## src/rtl/dmem_arb_pkg.sv

```systemverilog
// Shared types and default sizing for the data-memory arbiter.
package dmem_arb_pkg;

  typedef enum logic {
    IDLE      = 1'b0,
    DMA_BURST = 1'b1
  } arb_state_e;

  localparam int unsigned AW_DEF           = 16;
  localparam int unsigned DW_DEF           = 16;
  localparam int unsigned DEPTH_DEF        = 64;
  localparam int unsigned MAX_BURST_DEF    = 8;
  localparam int unsigned STARVE_LIMIT_DEF = 4;

  // Bits needed to hold the values 0..limit inclusive.
  function automatic int unsigned cnt_width(input int unsigned limit);
    return $clog2(limit + 1);
  endfunction

  localparam int unsigned BURST_CW = cnt_width(MAX_BURST_DEF);
  localparam int unsigned WAIT_CW  = cnt_width(STARVE_LIMIT_DEF);

endpackage

```

## src/rtl/dmem_arbiter_sat_counter.sv

```systemverilog
// Saturating up-counter with synchronous reset and clear; clear wins over enable.
module sat_counter
  import dmem_arb_pkg::*;
#(
  parameter int unsigned MAX = 1,
  parameter int unsigned W   = cnt_width(MAX)
) (
  input  logic         clk,
  input  logic         rst,
  input  logic         clr,
  input  logic         en,
  output logic [W-1:0] count
);

  always_ff @(posedge clk) begin
    if (rst || clr) begin
      count <= '0;
    end else if (en && (count != W'(MAX))) begin
      count <= count + W'(1);
    end
  end

endmodule

```

## src/rtl/dmem_arbiter.sv

```systemverilog
// Shares the single-port data memory between the CPU MEM stage and a DMA port:
// CPU priority, bounded DMA burst lock, and a starvation guarantee for DMA.
module dmem_arbiter
  import dmem_arb_pkg::*;
#(
  parameter int unsigned AW           = AW_DEF,
  parameter int unsigned DW           = DW_DEF,
  parameter int unsigned DEPTH        = DEPTH_DEF,
  parameter int unsigned MAX_BURST    = MAX_BURST_DEF,
  parameter int unsigned STARVE_LIMIT = STARVE_LIMIT_DEF
) (
  input  logic          CLK,
  input  logic          RST,
  input  logic          cpu_req,
  input  logic          cpu_we,
  input  logic [AW-1:0] cpu_addr,
  input  logic [DW-1:0] cpu_wdata,
  output logic          cpu_ack,
  output logic          cpu_stall,
  output logic [DW-1:0] cpu_rdata,
  input  logic          dma_req,
  input  logic          dma_we,
  input  logic          dma_burst,
  input  logic [AW-1:0] dma_addr,
  input  logic [DW-1:0] dma_wdata,
  output logic          dma_ack,
  output logic [DW-1:0] dma_rdata,
  output logic [AW-1:0] mem_A,
  output logic [DW-1:0] mem_WD,
  output logic          mem_WE,
  input  logic [DW-1:0] mem_RD,
  output logic          addr_err
);

  localparam int unsigned BW = cnt_width(MAX_BURST);
  localparam int unsigned WW = cnt_width(STARVE_LIMIT);
  localparam logic [AW:0] DEPTH_EXT = (AW+1)'(DEPTH);

  arb_state_e    state;
  logic [BW-1:0] burst_cnt;
  logic [WW-1:0] wait_cnt;
  logic          starved;
  logic          cpu_legal;
  logic          dma_legal;
  logic          burst_en;
  logic          burst_done;
  logic          wait_en;
  logic          wait_clr;
  logic          err_now;

  assign starved   = (wait_cnt == WW'(STARVE_LIMIT));
  assign cpu_legal = ({1'b0, cpu_addr} < DEPTH_EXT);
  assign dma_legal = ({1'b0, dma_addr} < DEPTH_EXT);

  always_comb begin
    cpu_ack = 1'b0;
    dma_ack = 1'b0;
    if (!RST) begin
      if (state == DMA_BURST) begin
        dma_ack = dma_req;
      end else if (dma_req && (starved || !cpu_req)) begin
        dma_ack = 1'b1;
      end else begin
        cpu_ack = cpu_req;
      end
    end
  end

  assign cpu_stall = cpu_req & ~cpu_ack;
  assign cpu_rdata = (cpu_ack && cpu_legal) ? mem_RD : '0;
  assign dma_rdata = (dma_ack && dma_legal) ? mem_RD : '0;

  always_comb begin
    mem_A  = '0;
    mem_WD = '0;
    mem_WE = 1'b0;
    if (cpu_ack) begin
      mem_A  = cpu_addr;
      mem_WD = cpu_wdata;
      mem_WE = cpu_we & cpu_legal;
    end else if (dma_ack) begin
      mem_A  = dma_addr;
      mem_WD = dma_wdata;
      mem_WE = dma_we & dma_legal;
    end
  end

  // burst_cnt idles at 0, so counting the locking access as an increment yields 1 on entry.
  assign burst_en   = dma_ack && ((state == DMA_BURST) || dma_burst);
  assign burst_done = (state == DMA_BURST) &&
                      (!dma_req || !dma_burst || (burst_cnt >= BW'(MAX_BURST - 1)));

  assign wait_en  = dma_req & ~dma_ack;
  assign wait_clr = ~dma_req | dma_ack;

  assign err_now = (cpu_ack && !cpu_legal) || (dma_ack && !dma_legal);

  sat_counter #(.MAX(MAX_BURST), .W(BW)) u_burst_cnt (
    .clk   (CLK),
    .rst   (RST),
    .clr   (burst_done),
    .en    (burst_en),
    .count (burst_cnt)
  );

  sat_counter #(.MAX(STARVE_LIMIT), .W(WW)) u_wait_cnt (
    .clk   (CLK),
    .rst   (RST),
    .clr   (wait_clr),
    .en    (wait_en),
    .count (wait_cnt)
  );

  always_ff @(posedge CLK) begin
    if (RST) begin
      state    <= IDLE;
      addr_err <= 1'b0;
    end else begin
      case (state)
        IDLE:      if (dma_ack && dma_burst) state <= DMA_BURST;
        DMA_BURST: if (burst_done) state <= IDLE;
        default:   state <= IDLE;
      endcase
      if (err_now) addr_err <= 1'b1;
    end
  end

endmodule
```

## config.mk

```make
export PLATFORM = sky130hd
export DESIGN_NAME = dmem_arbiter
export DESIGN_NICKNAME = d
export VERILOG_FILES = /design/src/rtl/dmem_arb_pkg.sv /design/src/rtl/dmem_arbiter_sat_counter.sv /design/src/rtl/dmem_arbiter.sv
export SDC_FILE = /design/constraint.sdc
export NUM_CORES = 1
export LEC_CHECK = 0
export ABC_AREA = 1
export CORE_UTILIZATION = 30
export DETAILED_ROUTE_END_ITERATION = 6
export DONT_BUFFER_PORTS = 1
export GPL_ROUTABILITY_DRIVEN = 0
export HOLD_SLACK_MARGIN = 0.05
export PLACE_DENSITY = 0.54
export SLEW_MARGIN = 15
export SYNTH_ARGS = -nofsm -noshare
export SYNTH_HDL_FRONTEND = slang
export SYNTH_SLANG_ARGS = --single-unit
```

## constraint.sdc

```tcl
create_clock -name CLK -period 1.4 [get_ports CLK]
set_input_delay 0.07 -clock CLK [delete_from_list [all_inputs] [get_ports CLK]]
set_output_delay 0.07 -clock CLK [all_outputs]
set_load 0.1 [all_outputs]
```

== Word-level counts from Yosys, hierarchy flattened ==
Cells that the tools add are included.

* Bitwise operators: 9
* $mul: 0
* Add/subtract/negate cells: 2
* Divide/modulo/power cells: 0
* Eq/ne operators: 3
* $lt $le $gt $ge: 3
* Reduce and logical (&&, ||, !) cells: 22
* Shift operators: 0
* Mux-type cells: 17

{| class="wikitable"
|+ Operators with widths
! kind !! number
|-
| $mux 16 || 6
|-
| $lt 16x7->1 const B || 2
|-
| $logic_and 1x1->1 || 10
|-
| $mux 1 || 10
|-
| $logic_or 1x1->1 || 7
|-
| $logic_not 1->1 || 5
|-
| $add 4x1->4 const B || 1
|-
| $and 1x1->1 || 4
|-
| $ge 4x3->1 const B || 1
|-
| $ne 4x4->1 const B || 1
|-
| $not 1->1 || 4
|-
| $add 3x1->3 const B || 1
|-
| $eq 3x3->1 const B || 1
|-
| $ne 3x3->1 const B || 1
|-
| $pmux 1 s2 || 1
|-
| $or 1x1->1 || 1
|}

* Latch bits: 0
* Word-level logic and storage cells: 60
* ROM bits: 0
* Output and inout port bits: 69
* Register bits after elaboration: 9
* Input bits: 87
* RAM bits: 0
* Memories: 0

== Logic depth before layout (Yosys ltp) ==
* Depth after elaboration: 9
* Mapped depth: 11
* Depth with buffers taken out: 10

== Hierarchy ==
From an unflattened synthesis, not the netlist that was laid out.

* Cell total of the unflattened synthesis: 264
* Area total of the unflattened synthesis: 1286.2 um^2

{| class="wikitable"
|+ By module, submodules not included
! module !! area each (um^2) !! cells an instance !! instances !! sequential area each (um^2)
|-
| dmem_arbiter || 875.8 || 202 || 1 || 40.0
|-
| sat_counter at u_burst_cnt || 241.5 || 36 || 1 || 80.1
|-
| sat_counter at u_wait_cnt || 168.9 || 26 || 1 || 60.1
|}

== Worst setup path before layout ==
Ideal clock, no wire load.

* Path type: reg2out
* Start: register u_wait_cnt.count[0]
* End: output mem_A[13]
* Buffers on the path: 0
* Data arrival time: 2913 ps
* Stages on the path, launching flop included: 7
* Setup slack: -1583 ps
* Required time: 1330 ps
* Cells stage by stage: dfxtp_1 > inv_1 > ha_1 > nand2_2 > nand2_4 > nand2_8 > o21ai_0

* Longest elaborated chain between the ends: 8
* Elaborated cells between the ends (all ways): 11
* Classes of those cells: eq/ne (1); mux (8); reduce/logical (2)

{| class="wikitable"
|+ RTL lines
! element !! RTL line !! source
|-
| from (decl) || dmem_arbiter_sat_counter.sv:12 || <nowiki>output logic [W-1:0] count</nowiki>
|-
| from (signal assigned) || dmem_arbiter_sat_counter.sv:19 || <nowiki>count <= count + W'(1);</nowiki>
|-
| $eq 3x3->1 * || dmem_arbiter.sv:51 || <nowiki>assign starved = (wait_cnt == WW'(STARVE_LIMIT));</nowiki>
|-
| $logic_or 1x1->1 * || dmem_arbiter.sv:61 || <nowiki>end else if (dma_req && (starved || !cpu_req)) begin</nowiki>
|-
| $logic_and 1x1->1 * || dmem_arbiter.sv:61 ||
|-
| $mux 1 || dmem_arbiter.sv:61 ||
|-
| $mux 1 || dmem_arbiter.sv:59 || <nowiki>if (state == DMA_BURST) begin</nowiki>
|-
| $mux 1 || dmem_arbiter.sv:58 || <nowiki>if (!RST) begin</nowiki>
|-
| $mux 16 || dmem_arbiter.sv:81 || <nowiki>end else if (dma_ack) begin</nowiki>
|-
| $mux 16 * || dmem_arbiter.sv:77 || <nowiki>if (cpu_ack) begin</nowiki>
|-
| to (decl) || dmem_arbiter.sv:28 || <nowiki>output logic [AW-1:0] mem_A,</nowiki>
|}

Every way passes the cells marked *; elsewhere a longest branch is shown, timed or not.

== Final worst setup path ==
* Start: register u_wait_cnt.count[1]
* End: output mem_WD[13]

* Longest elaborated chain between the ends: 8
* Elaborated cells between the ends (all ways): 11
* Classes of those cells: eq/ne (1); mux (8); reduce/logical (2)

{| class="wikitable"
|+ RTL lines
! element !! RTL line !! source
|-
| $eq 3x3->1 * || dmem_arbiter.sv:51 ||
|-
| $logic_or 1x1->1 * || dmem_arbiter.sv:61 ||
|-
| $logic_and 1x1->1 * || dmem_arbiter.sv:61 ||
|-
| $mux 1 || dmem_arbiter.sv:61 ||
|-
| $mux 1 || dmem_arbiter.sv:59 ||
|-
| $mux 1 || dmem_arbiter.sv:58 ||
|-
| $mux 16 || dmem_arbiter.sv:81 ||
|-
| $mux 16 * || dmem_arbiter.sv:77 ||
|-
| to (decl) || dmem_arbiter.sv:29 || <nowiki>output logic [DW-1:0] mem_WD,</nowiki>
|}

Marks and branches as above.

==> flow_summary_export.csv <==
group,metric,value,unit
pwr,share_clk_of_total_power,20.9,%
sta,finalMaxSlewViolations,0,
worst_setup_path,critical_path_required,1.33,ns
floorplan,io-pin-count,156,
logic_synthesis,postSynth.asyncResetShare,0,%
logic_synthesis,post-synth-top-count-cell,"sky130_fd_sc_hd__nor2_1",
cells_and_area,fin_cells,309,
floorplan,floorplan.initialDensity,31.25,%
clock_tree,tritoncts.num_buffers,3,
logic_synthesis,synthCells,194,
logic_synthesis,yosys.area_share.xor_xnor,0.7007,%
worst_setup_path,crit_path_max_fanout,6,
logic_synthesis,synth-compound-area-share,25.23,%
clock_tree,path_clk_slew,0.06,ns
worst_setup_path,criticalPathCategory,"reg -> out",
sta,worst_slack,-0.3843,ns
clock_tree,clkSinkCount,9,
global_routing,grt-ovfl-total,0,
cells_and_area,insertedDiodeCount,0,
clock_tree,clock_tree.root_cell,"sky130_fd_sc_hd__clkbuf_8",
floorplan,vertical_extent_of_the_die,66.55,um
logic_synthesis,yosys_register_bits,9,
routing,drcViolationCount,0,
global_routing,global_route.usage.total,25.84,%
global_routing,grt_start_max_net_pins,24,
worst_setup_path,arrival_worst_endpoint,1.71,ns
logic_synthesis,synthAdderAreaFrac,4.004,%
floorplan,die_w,66.55,um
clock_tree,htreeDepth,1,
sta,unrepaired_setup_endpoints_after_global_routing,"true",
pwr,power.sequential.fraction,16.8,%
placement,dp.cells,293,
logic_synthesis,ys_top_cells_by_count,"sky130_fd_sc_hd__nor2_1, sky130_fd_sc_hd__inv_1, sky130_fd_sc_hd__a22o_1",
routing,detail_route.wl_per_cell,19.42,um
sta,setup_viol_count_final,71,
global_routing,first_pass_grt_wire_length,8597,um
job,max-cap-violations,0,
pwr,worst_ir_drop_vdd,0.0005160,V
logic_synthesis,seq_area_frac_synth,14.41,%
logic_synthesis,yosysTopAreaCell,"sky130_fd_sc_hd__a22o_1",
floorplan,core_area,4000,sq um
worst_setup_path,critPathCaptureType,"output port",
routing,detail_route.wirelength,6001,um
pwr,comb_power_share,62.3,%
clock_tree,clock_latency_on_the_worst_skew_pair,0.25,ns
floorplan,placement_rows,23,
routing,via_count,1702,
sta,finalCritPeriodShare,127.5,%
outcome,outcome,"complete, but fails checks",
sta,fin_setup_tns,-22.12,ns
logic_synthesis,syn_avg_cell_area,6.443,sq um
cells_and_area,share_of_final_layout_standard_cells_stronger_than_drive_strength_1,62.93,%
global_routing,grt_pass1_vias,1668,
pwr,power.density_cell_area,516.3,nW/um^2
logic_synthesis,synth_top_cells_by_area,"sky130_fd_sc_hd__a22o_1, sky130_fd_sc_hd__nor2_1, sky130_fd_sc_hd__dfxtp_1",
routing,drt-pass1-iter-count,6,
placement,placement.io_buffers,0,
sta,finalWorstPathRequiredPeriod,1.784,ns
logic_synthesis,largest_family_of_logic_cells_by_synthesized_area,"simple AND/OR/NAND/NOR gates",
clock_tree,cts.path.max_buffers,2,
logic_synthesis,synthFlopType,"sky130_fd_sc_hd__dfxtp_1",
worst_setup_path,startpoint_type,"flop",
outcome,failed_checks,"negative setup slack",
routing,detail_route.vias_per_cell,5.508,
logic_synthesis,synth_top_cell_area_share,18.22,%
logic_synthesis,synth.cell_area,1250,sq um
logic_synthesis,yosys_warnings,0,
pwr,p_leak,0.001332,uW
pwr,p_int,747.0,uW
clock_tree,cts_tree,"built",
cells_and_area,fin_nets,351,
placement,place.detailed.hpwl,4383,um
logic_synthesis,synth.net_count,285,
cells_and_area,syn_to_final_growth,149.4,%
pwr,switching_share,53.60,%
sta,fmaxAchievable,560.4,MHz
logic_synthesis,synthMuxAreaShare,0,%
sta,finClkSkew,0.005524,ns
logic_synthesis,synth-edff-count,0,
sta,transition_time_at_the_pin_with_the_least_slew_margin,0.3812,ns
pwr,power,1610,uW
routing,drt_first_iter_violations,64,
hold_path,timing.hold.worst.class,"in -> reg",
sta,maxSlewHeadroom,74.58,%
logic_synthesis,synth_simple_gate_area_share,38.04,%
pwr,power.net_switching,862.8,uW
sta,final_hold_viol_count,0,
floorplan,design.die.area,4429,sq um
global_routing,grt_antenna_before_repair,0,
logic_synthesis,number_of_library_cell_types_mapped_by_synthesis,27,
routing,antenna_left,0,
## state kept, by name, indices dropped and copies added, names as in the netlist
name / flops
state: 1
u_burst_cnt.count: 4
u_wait_cnt.count: 3
addr_err: 1
## what timing repair did
item | CTS | global route
gates resized for setup | 7 | 29
buffers inserted | 3 | 5
hold buffers | 2 | 0
hold endpoints to repair | 6 | 0
cloned | 1 | 4
setup endpoints to repair | 69 | 76
pin swaps | 3 | 13
## placed cells by master, fill, tap and decap left out, drive strengths merged, types with 2 or more instances in the layout
cell,Yosys,routed
a21oi,4,4
a22o,26,26
buf,8,64
clkbuf,0,5
dfxtp,9,9
dlygate4sd3,0,2
ha,4,4
inv,35,35
nand2,24,25
nand3,8,8
nand4,3,3
nor2,56,56
o21ai,12,12
## worst max-delay path, stage by stage (launching register included)
cell,delay [ns]
sky130_fd_sc_hd__dfxtp_2,0.32
sky130_fd_sc_hd__inv_2,0.06
sky130_fd_sc_hd__ha_4,0.14
sky130_fd_sc_hd__nand2_4,0.07
sky130_fd_sc_hd__nor2_4,0.16
sky130_fd_sc_hd__nor2_8,0.05
sky130_fd_sc_hd__buf_12,0.14
sky130_fd_sc_hd__clkbuf_16,0.16
sky130_fd_sc_hd__a22o_4,0.37
## per-stage QoR
stage | hold WS (ns) | instance area, sq um | utilization [%] | setup WS [ns]
3_5_place_dp | 0.1447 | 2745 | 68.63 | -0.1104
5_1_grt | 0.06435 | 3118 | 77.95 | -0.4448
2_1_floorplan | 0.1412 | 1821 | - | -0.4077
4_1_cts | 0.05081 | 2890 | 72.26 | -0.3719
6_report | 0.04758 | 3118 | 77.95 | -0.3843
3_3_place_gp | 0.1469 | 2745 | 68.63 | -0.07440
## kinds of logic (layout without fill, tap and decap cells)
group | count (synthesis) | count (layout)
XOR/XNOR | 1 | 1
adder cells (fa/ha/maj) | 4 | 4
AO/OA/AOI/OAI | 43 | 43
buffers and inverters | 43 | 107
flip-flops | 9 | 9
AND/OR/NAND/NOR | 94 | 95
## metal layers
layer  track usage [%]  routed length, um
met5                 0                  0
met4             9.043                102
met3             5.651                525
met2             48.48               3350
met1             27.90               2022
## final cells by class
class                           count  area, sq um
Sequential cell                     9        182.7
Clock inverter                      1        5.005
Fill cell                         241        882.1
Inverter                           35        138.9
Timing Repair Buffer               68         1194
Multi-Input combinational cell    143         1494
Tap cell                           50        62.56
Clock buffer                        3        41.29
## power by group through the flow
| stage | logic, uW | clock network [uW] | registers (uW) |
|---|---|---|---|
| after floorplan | 770 | 0 | 293 |
| after detailed placement | 905 | 0 | 276 |
| after global routing | 1030 | 351 | 271 |
| after CTS | 929 | 337 | 271 |
| after global placement | 894 | 0 | 275 |
| final | 1000 | 337 | 271 |
## worst paths after layout
check	to	cells after the start	slack, ns	start
worst max-delay path	mem_WD[13]	8	-0.38	u_wait_cnt.count[1]$_SDFFE_PP0P_
worst min register to register	u_wait_cnt.count[0]$_SDFFE_PP0P_	2	0.52	u_wait_cnt.count[0]$_SDFFE_PP0P_
worst min-delay path	u_wait_cnt.count[0]$_SDFFE_PP0P_	2	0.05	dma_req
worst max register to register	u_burst_cnt.count[0]$_SDFFE_PP0P_	6	-0.03	u_burst_cnt.count[0]$_SDFFE_PP0P_
No activity file was read; power rests on OpenSTA's default activity.
